===== src/rtl/clock_pkg.sv =====
// Shared clock types: set-mode state encoding, also used by the display mux.
package clock_pkg;

    typedef enum logic [1:0] {
        RUN  = 2'd0,
        HOUR = 2'd1,
        MIN  = 2'd2,
        SEC  = 2'd3
    } set_state_t;

    function automatic set_state_t next_set_state(input set_state_t s);
        case (s)
            RUN:     return HOUR;
            HOUR:    return MIN;
            MIN:     return SEC;
            default: return RUN;
        endcase
    endfunction

endpackage


===== src/rtl/press_detect.sv =====
// Edge and hold-length classification for one debounced button level.
module press_detect #(
    parameter int unsigned LONG_MS = 1000
) (
    input  logic clk,
    input  logic rst_n,
    input  logic btn,
    output logic rise,
    output logic fall,
    output logic fall_short,
    output logic long_hit,
    output logic held
);
    localparam int unsigned HoldW = $clog2(LONG_MS + 1);
    localparam logic [HoldW-1:0] HoldMax = HoldW'(LONG_MS);

    logic             prev_q;
    logic [HoldW-1:0] hold_q, hold_d;

    assign rise       = btn & ~prev_q;
    assign fall       = ~btn & prev_q;
    // hold_q still carries the press length on the fall cycle
    assign fall_short = fall & (hold_q < HoldMax);
    assign long_hit   = btn & (hold_q == HoldMax - 1'b1);
    assign held       = btn & (hold_q == HoldMax);

    always_comb begin
        hold_d = hold_q;
        if (!btn) begin
            hold_d = '0;
        end else if (hold_q < HoldMax) begin
            hold_d = hold_q + 1'b1;
        end
    end

    always_ff @(posedge clk or negedge rst_n) begin
        if (!rst_n) begin
            prev_q <= 1'b0;
            hold_q <= '0;
        end else begin
            prev_q <= btn;
            hold_q <= hold_d;
        end
    end

endmodule


===== src/rtl/clock_set_ctrl.sv =====
// Time-setting controller: RUN/HOUR/MIN/SEC sequencing, inc pulses, idle timeout, blink.
// Optional auto-repeat of a held inc button: define CLOCK_SET_AUTO_REPEAT_EN.
module clock_set_ctrl
    import clock_pkg::*;
#(
    parameter int unsigned LONG_MS    = 1000,
    parameter int unsigned REPEAT_MS  = 200,
    parameter int unsigned TIMEOUT_MS = 30000,
    parameter int unsigned BLINK_MS   = 500
) (
    input  logic       clk,
    input  logic       rst_n,
    input  logic       mode_btn,
    input  logic       inc_btn,
    output logic [1:0] set_state,
    output logic       run_en,
    output logic       inc_hour,
    output logic       inc_min,
    output logic       sec_clr,
    output logic       blink
);
    localparam int unsigned IdleW  = $clog2(TIMEOUT_MS + 1);
    localparam int unsigned BlinkW = $clog2(BLINK_MS + 1);
    localparam logic [IdleW-1:0]  IdleMax   = IdleW'(TIMEOUT_MS);
    localparam logic [BlinkW-1:0] BlinkLast = BlinkW'(BLINK_MS - 1);

    set_state_t        state_q, state_d;
    logic [IdleW-1:0]  idle_q, idle_d;
    logic [BlinkW-1:0] blink_cnt_q, blink_cnt_d;
    logic              blink_d;
    logic              mode_rise, mode_fall, mode_short, mode_long, mode_held;
    logic              inc_rise, inc_fall, inc_fall_short, inc_long_hit, inc_held;
    logic              mode_exit, mode_act, timeout, chg, inc_fire, inc_rep, activity;
    logic              unused_press;

    press_detect #(.LONG_MS(LONG_MS)) u_mode (
        .clk        (clk),
        .rst_n      (rst_n),
        .btn        (mode_btn),
        .rise       (mode_rise),
        .fall       (mode_fall),
        .fall_short (mode_short),
        .long_hit   (mode_long),
        .held       (mode_held)
    );

    press_detect #(.LONG_MS(LONG_MS)) u_inc (
        .clk        (clk),
        .rst_n      (rst_n),
        .btn        (inc_btn),
        .rise       (inc_rise),
        .fall       (inc_fall),
        .fall_short (inc_fall_short),
        .long_hit   (inc_long_hit),
        .held       (inc_held)
    );

`ifdef CLOCK_SET_AUTO_REPEAT_EN
    localparam int unsigned RepW = $clog2(REPEAT_MS + 1);
    localparam logic [RepW-1:0] RepLast = RepW'(REPEAT_MS - 1);

    logic [RepW-1:0] rep_q, rep_d;

    // Phase zero of the repeat counter is a repeat slot; it restarts on release or state change
    assign inc_rep = inc_held && (rep_q == '0) && (state_q != RUN);

    always_comb begin
        rep_d = rep_q;
        if (!inc_held || chg || (state_q == RUN)) begin
            rep_d = '0;
        end else if (rep_q == RepLast) begin
            rep_d = '0;
        end else begin
            rep_d = rep_q + 1'b1;
        end
    end

    always_ff @(posedge clk or negedge rst_n) begin
        if (!rst_n) begin
            rep_q <= '0;
        end else begin
            rep_q <= rep_d;
        end
    end

    assign unused_press = ^{mode_held, inc_fall_short, inc_long_hit};
`else
    assign inc_rep      = 1'b0;
    assign unused_press = ^{mode_held, inc_fall_short, inc_long_hit, inc_held, REPEAT_MS};
`endif

    always_comb begin
        mode_exit = mode_long && (state_q != RUN);
        mode_act  = mode_short || mode_exit;
        timeout   = (state_q != RUN) && (idle_q == IdleMax - 1'b1);

        state_d = state_q;
        if (mode_short) begin
            state_d = next_set_state(state_q);
        end else if (mode_exit || timeout) begin
            state_d = RUN;
        end
        chg = (state_d != state_q);

        inc_fire = (state_q != RUN) && (inc_rise || inc_rep) && !mode_act && !timeout;
        activity = mode_rise | mode_fall | inc_rise | inc_fall | inc_rep;

        idle_d = idle_q;
        if (chg || activity || (state_q == RUN)) begin
            idle_d = '0;
        end else if (idle_q < IdleMax) begin
            idle_d = idle_q + 1'b1;
        end

        // A fired pulse restarts the phase so the new value is shown immediately
        blink_cnt_d = blink_cnt_q;
        blink_d     = blink;
        if ((state_d == RUN) || chg || inc_fire) begin
            blink_cnt_d = '0;
            blink_d     = 1'b0;
        end else if (blink_cnt_q == BlinkLast) begin
            blink_cnt_d = '0;
            blink_d     = ~blink;
        end else begin
            blink_cnt_d = blink_cnt_q + 1'b1;
        end
    end

    always_ff @(posedge clk or negedge rst_n) begin
        if (!rst_n) begin
            state_q     <= RUN;
            idle_q      <= '0;
            blink_cnt_q <= '0;
            blink       <= 1'b0;
            inc_hour    <= 1'b0;
            inc_min     <= 1'b0;
            sec_clr     <= 1'b0;
        end else begin
            state_q     <= state_d;
            idle_q      <= idle_d;
            blink_cnt_q <= blink_cnt_d;
            blink       <= blink_d;
            inc_hour    <= inc_fire && (state_q == HOUR);
            inc_min     <= inc_fire && (state_q == MIN);
            sec_clr     <= inc_fire && (state_q == SEC);
        end
    end

    assign set_state = state_q;
    assign run_en    = (state_q == RUN);

endmodule


===== config.mk =====
export PLATFORM = sky130hd
export DESIGN_NAME = clock_set_ctrl
export DESIGN_NICKNAME = d
export VERILOG_FILES = /design/src/rtl/clock_pkg.sv /design/src/rtl/press_detect.sv /design/src/rtl/clock_set_ctrl.sv
export SDC_FILE = /design/constraint.sdc
export NUM_CORES = 1
export LEC_CHECK = 0
export ABC_AREA = 0
export ABC_CLOCK_PERIOD_IN_PS = 3100
export BUFFER_PORTS_ARGS = -buffer_cell sky130_fd_sc_hd__buf_4
export CAP_MARGIN = 20
export CORE_MARGIN = 1
export CORE_UTILIZATION = 50
export CTS_BUF_LIST = sky130_fd_sc_hd__clkbuf_2 sky130_fd_sc_hd__clkbuf_4 sky130_fd_sc_hd__clkbuf_8
export DETAILED_ROUTE_END_ITERATION = 12
export PLACE_DENSITY_LB_ADDON = 0.05
export SETUP_SLACK_MARGIN = 0.02
export SLEW_MARGIN = 25
export SYNTH_ARGS = -nofsm -noshare
export SYNTH_HDL_FRONTEND = slang
export SYNTH_HIERARCHICAL = 1
export SYNTH_SLANG_ARGS = --single-unit

===== constraint.sdc =====
create_clock -name clk -period 3.1 [get_ports clk]
set_clock_uncertainty 0.15 [all_clocks]
set_input_delay 0.155 -clock clk [delete_from_list [all_inputs] [get_ports clk]]
set_output_delay 0.155 -clock clk [all_outputs]
set_load 0.01 [all_outputs]

# After elaboration in Yosys (flattened, before gate mapping)
# Cells that the tools add are included.
# op_classes
eq_ne	8
n_div	0
addsub	3
n_mul	0
shift	0
n_lt_le_gt_ge	2
n_bitwise	14
n_reduce_logical	21
muxes	11
# op_table
op	count
15-bit two-way mux	2
10-bit two-way mux	2
9-bit two-way mux	2
15-bit by 1-bit adder with 15-bit output (second input constant)	1
15-bit equality test (second input constant)	1
15-bit < comparator (second input constant)	1
10-bit by 1-bit adder with 10-bit output (second input constant)	1
10-bit equality test (second input constant)	1
10-bit < comparator (second input constant)	1
9-bit by 1-bit adder with 9-bit output (second input constant)	1
9-bit equality test (second input constant)	1
1-bit logical AND	8
1-bit AND	6
1-bit logical OR	6
2-bit one-hot mux with 3 select lines	1
2-bit nonzero test	3
1-bit inverter	5
2-bit equality test (second input constant)	2
2-bit logical NOT	2
2-bit two-way mux	2
1-bit OR	3
2-bit by 1-bit equality test with 1-bit output (second input constant)	1
1-bit logical NOT	2
1-bit two-way mux	2
other kinds (2)	2
# totals
ramBits	0
reg_bits	42
mem_count	0
latch_bits	0
mem_bits_ro	0

# Logic depth before layout (Yosys ltp)
# depth
depth_word	10
mapped_depth	11

# By module
# Netlist, hierarchy kept.
# by_module_without_submodules
module	area_per_inst_um2	instances	cells_per_inst
clock_set_ctrl	1657.8	1	166
press_detect	654.4	2	73

# Least setup slack after synthesis
# Ideal clock, no wire load.
# synth_path
kind	flip-flop to flip-flop
start	register u_mode.hold_q[5]
end	register idle_q[4]
path_slack_ns	0.648
path_buffers	4
arrival_time_ns	2.230
path_stages_with_launch	12
cell_sequence	dfrtp_1 -> and4_1 -> buf_2 -> a21boi_0 -> clkbuf_1 -> nor2_1 -> a32oi_1 -> a21boi_1 -> or4_1 -> buf_6 -> buf_8 -> nor2_1
# synth_between
elab_cells_between_ends	13
# synth_rtl
item	line	source
start: declaration	press_detect.sv:18	logic [HoldW-1:0] hold_q, hold_d;
start signal: assignment	press_detect.sv:42	hold_q <= hold_d;
10-bit < comparator *	press_detect.sv:23	assign fall_short = fall & (hold_q < HoldMax);
1-bit AND *	press_detect.sv:23	
named net mode_short	clock_set_ctrl.sv:31	logic mode_rise, mode_fall, mode_short, mode_long, mode_held;
2-bit two-way mux *	clock_set_ctrl.sv:98	if (mode_short) begin
2-bit inequality test *	clock_set_ctrl.sv:103	chg = (state_d != state_q);
1-bit logical OR * (2 in a row)	clock_set_ctrl.sv:109	if (chg || activity || (state_q == RUN)) begin
15-bit two-way mux or 2-bit nonzero test (tied branches)	-	
end signal: assignment	clock_set_ctrl.sv:140	idle_q <= idle_d;
end: declaration	clock_set_ctrl.sv:28	logic [IdleW-1:0] idle_q, idle_d;
# Mark *: on every way through the listed nets, which the timed path passes. The rest lies on a longest branch.
# A chain may end at the register's enable or synchronous reset.

# Worst setup path after layout
# layout_path
start	register u_mode.hold_q[5]
end	register idle_q[14]
# The elaborated chain is that of the path after synthesis.

==> results.toml <==
[clock_network]
cts_buffers = 5
ctsResizeCount = 0
tritoncts = "done"
htreeDepth = 2
path_clk_slew_ns = 0.08
clk_latency_ns = 0.29
clockBufferDepth = 2
root_buffer = "clkbuf_8"
postCtsHoldBufs = 3
clock-sinks = 42
cts_setup_buffers = 0

[placement]
place_ws_ns = 0.332
detailed_place.area_mm2 = 0.00245
io_buffers = 10
gp_congestion = 0.776
dpl.hpwl_mm = 2.87

[global_routing]
grt_pass1_vias = 1641
grt_max_degree = 43
grt_pass1_wl_mm = 7.44
grt_usage_pct = 18.9
grt_overflow_total = 0
antenna_found_initial = 0

[pwr]
power.density_mw_per_mm2 = 517
finalPower_mw = 1.34
cellLeakagePower_nw = 1.13
ir_drop_v = 0.000332

[worst_setup_path]
cp_max_fo = 15
critPathCaptureType = "register"
reg2reg_to = "idle_q[14]$_DFFE_PN0P_"
r2r_cells = 8
cp-start-kind = "register"
cp.arrival_ns = 2.86
rrSetupSlack_ns = 0.33
required_ns = 3.19
crit_type = "register to register"
r2r_start = "u_mode/hold_q[5]$_DFFE_PN0P_"

[hold_path]
min_path_type = "primary input to async pin"

[routing]
routed_wl_mm = 4.20
drc = 0
drt_iter0_markers = 77
via_count = 1774
viasPerCell = 5.76
wl_per_cell_um = 13.6
firstDrtPassIters = 4
antenna_left = 0

[final_layout]
fin_area_mm2 = 0.00259
nets = 267
drive_gt1_share_pct = 11.3
syn_to_final_growth_pct = 10.6
num_antenna_cells = 0
final_util_pct = 58.7

[sta]
tightest_slew_ns = 0.812
rsz0062_at_grt = "false"
slew-limit-headroom_pct = 45.4
timing.fmax_ghz = 0.362
fin_crit_ns = 2.77
finalCritPeriodShare_pct = 89.2
fin_ws_ns = 0.335
setup_tns_ns = 0
finalSetupViolations = 0
slew_violations = 0
finalHoldViolCount = 0

[synthesis]
synth_fp_nets = 253
syn_inst = 241
synth_warnings = 6
syn_area_mm2 = 0.00234
avgSynthCellArea_um2 = 9.71

[job]
drv_cap = 0

[run_status]
status = "finished, final reports clean"

[floorplan]
core_area_mm2 = 0.00441
dieArea_mm2 = 0.00496
start_util_pct = 53.0
dieWidth_um = 70.4
fp.dieH_um = 70.4
pin_count = 11
rows = 24
## registers in the layout (all words and copies together) (netlist names)
register and cells:
idle_q 15, u_inc/prev_q 1, blink_cnt_q 9, blink 1, sec_clr 1, u_mode/prev_q 1
u_mode/hold_q 10, inc_min 1, set_state 2, inc_hour 1
## layout by cell type, fill, tap and decap left out, drive strengths merged, types with 8 or more instances in the layout
master and count:
dfrtp 42, nor2 27, nand2 19, buf 15
o21ai 12, nor4 11, xor2 10, inv 8
a21oi 8, ha 8
## layout make-up
cell class | count | area [um2]
Clock buffer | 7 | 83.8
Clock inverter | 1 | 30.0
Fill cell | 388 | 1820
Inverter | 8 | 30.0
Multi-Input combinational cell | 180 | 1190
Sequential cell | 42 | 1050
Tap cell | 52 | 65.1
Timing Repair Buffer | 18 | 143
## power breakdown
part           total (mW)  internal [mW]  leakage [nW]  switching, mW
clock network       0.436          0.258        0.0593          0.177
logic               0.278          0.116         0.500          0.163
registers           0.625          0.583         0.572         0.0418
## per-layer routing
layer  track usage (%)  vias up  wire length (um)
met1              25.9      851              2120
met5                 0        -                 0
met3              5.63        2               131
li1                  -      894                 -
met4              4.67        0                27
met2              29.3       27              1920
## worst max path at each step
stage / slack [ns] / end / start / cells past startpoint
after global placement: 0.41 / idle_q[14]$_DFFE_PN0P_ / u_mode/hold_q[5]$_DFFE_PN0P_ / 8
final: 0.33 / idle_q[14]$_DFFE_PN0P_ / u_mode/hold_q[5]$_DFFE_PN0P_ / 8
after global routing: 0.05 / idle_q[14]$_DFFE_PN0P_ / u_mode/hold_q[7]$_DFFE_PN0P_ / 8
after detailed placement: 0.33 / idle_q[14]$_DFFE_PN0P_ / u_mode/hold_q[6]$_DFFE_PN0P_ / 8
after floorplan: 0.65 / idle_q[4]$_DFFE_PN0P_ / u_mode/hold_q[5]$_DFFE_PN0P_ / 11
after CTS: 0.32 / idle_q[14]$_DFFE_PN0P_ / u_mode/hold_q[6]$_DFFE_PN0P_ / 8
## worst max-delay path, stage by stage, from the launching register on
cell      delay, ns
dfrtp_1        0.42
and4_1         0.30
a21boi_0       0.26
buf_4          0.20
nor2_1         0.05
a32oi_1        0.16
a21boi_1       0.09
or4_1          0.75
o21ba_2        0.34
## per-stage QoR
stage / hold WS (ns) / std cells
2_1_floorplan: -0.291 / 241
3_3_place_gp: 0.0212 / 297
3_5_place_dp: 0.0176 / 297
4_1_cts: 0.242 / 308
5_1_grt: 0.284 / 308
6_report: 0.234 / 308
No activity file was read; power rests on OpenSTA's default activity.
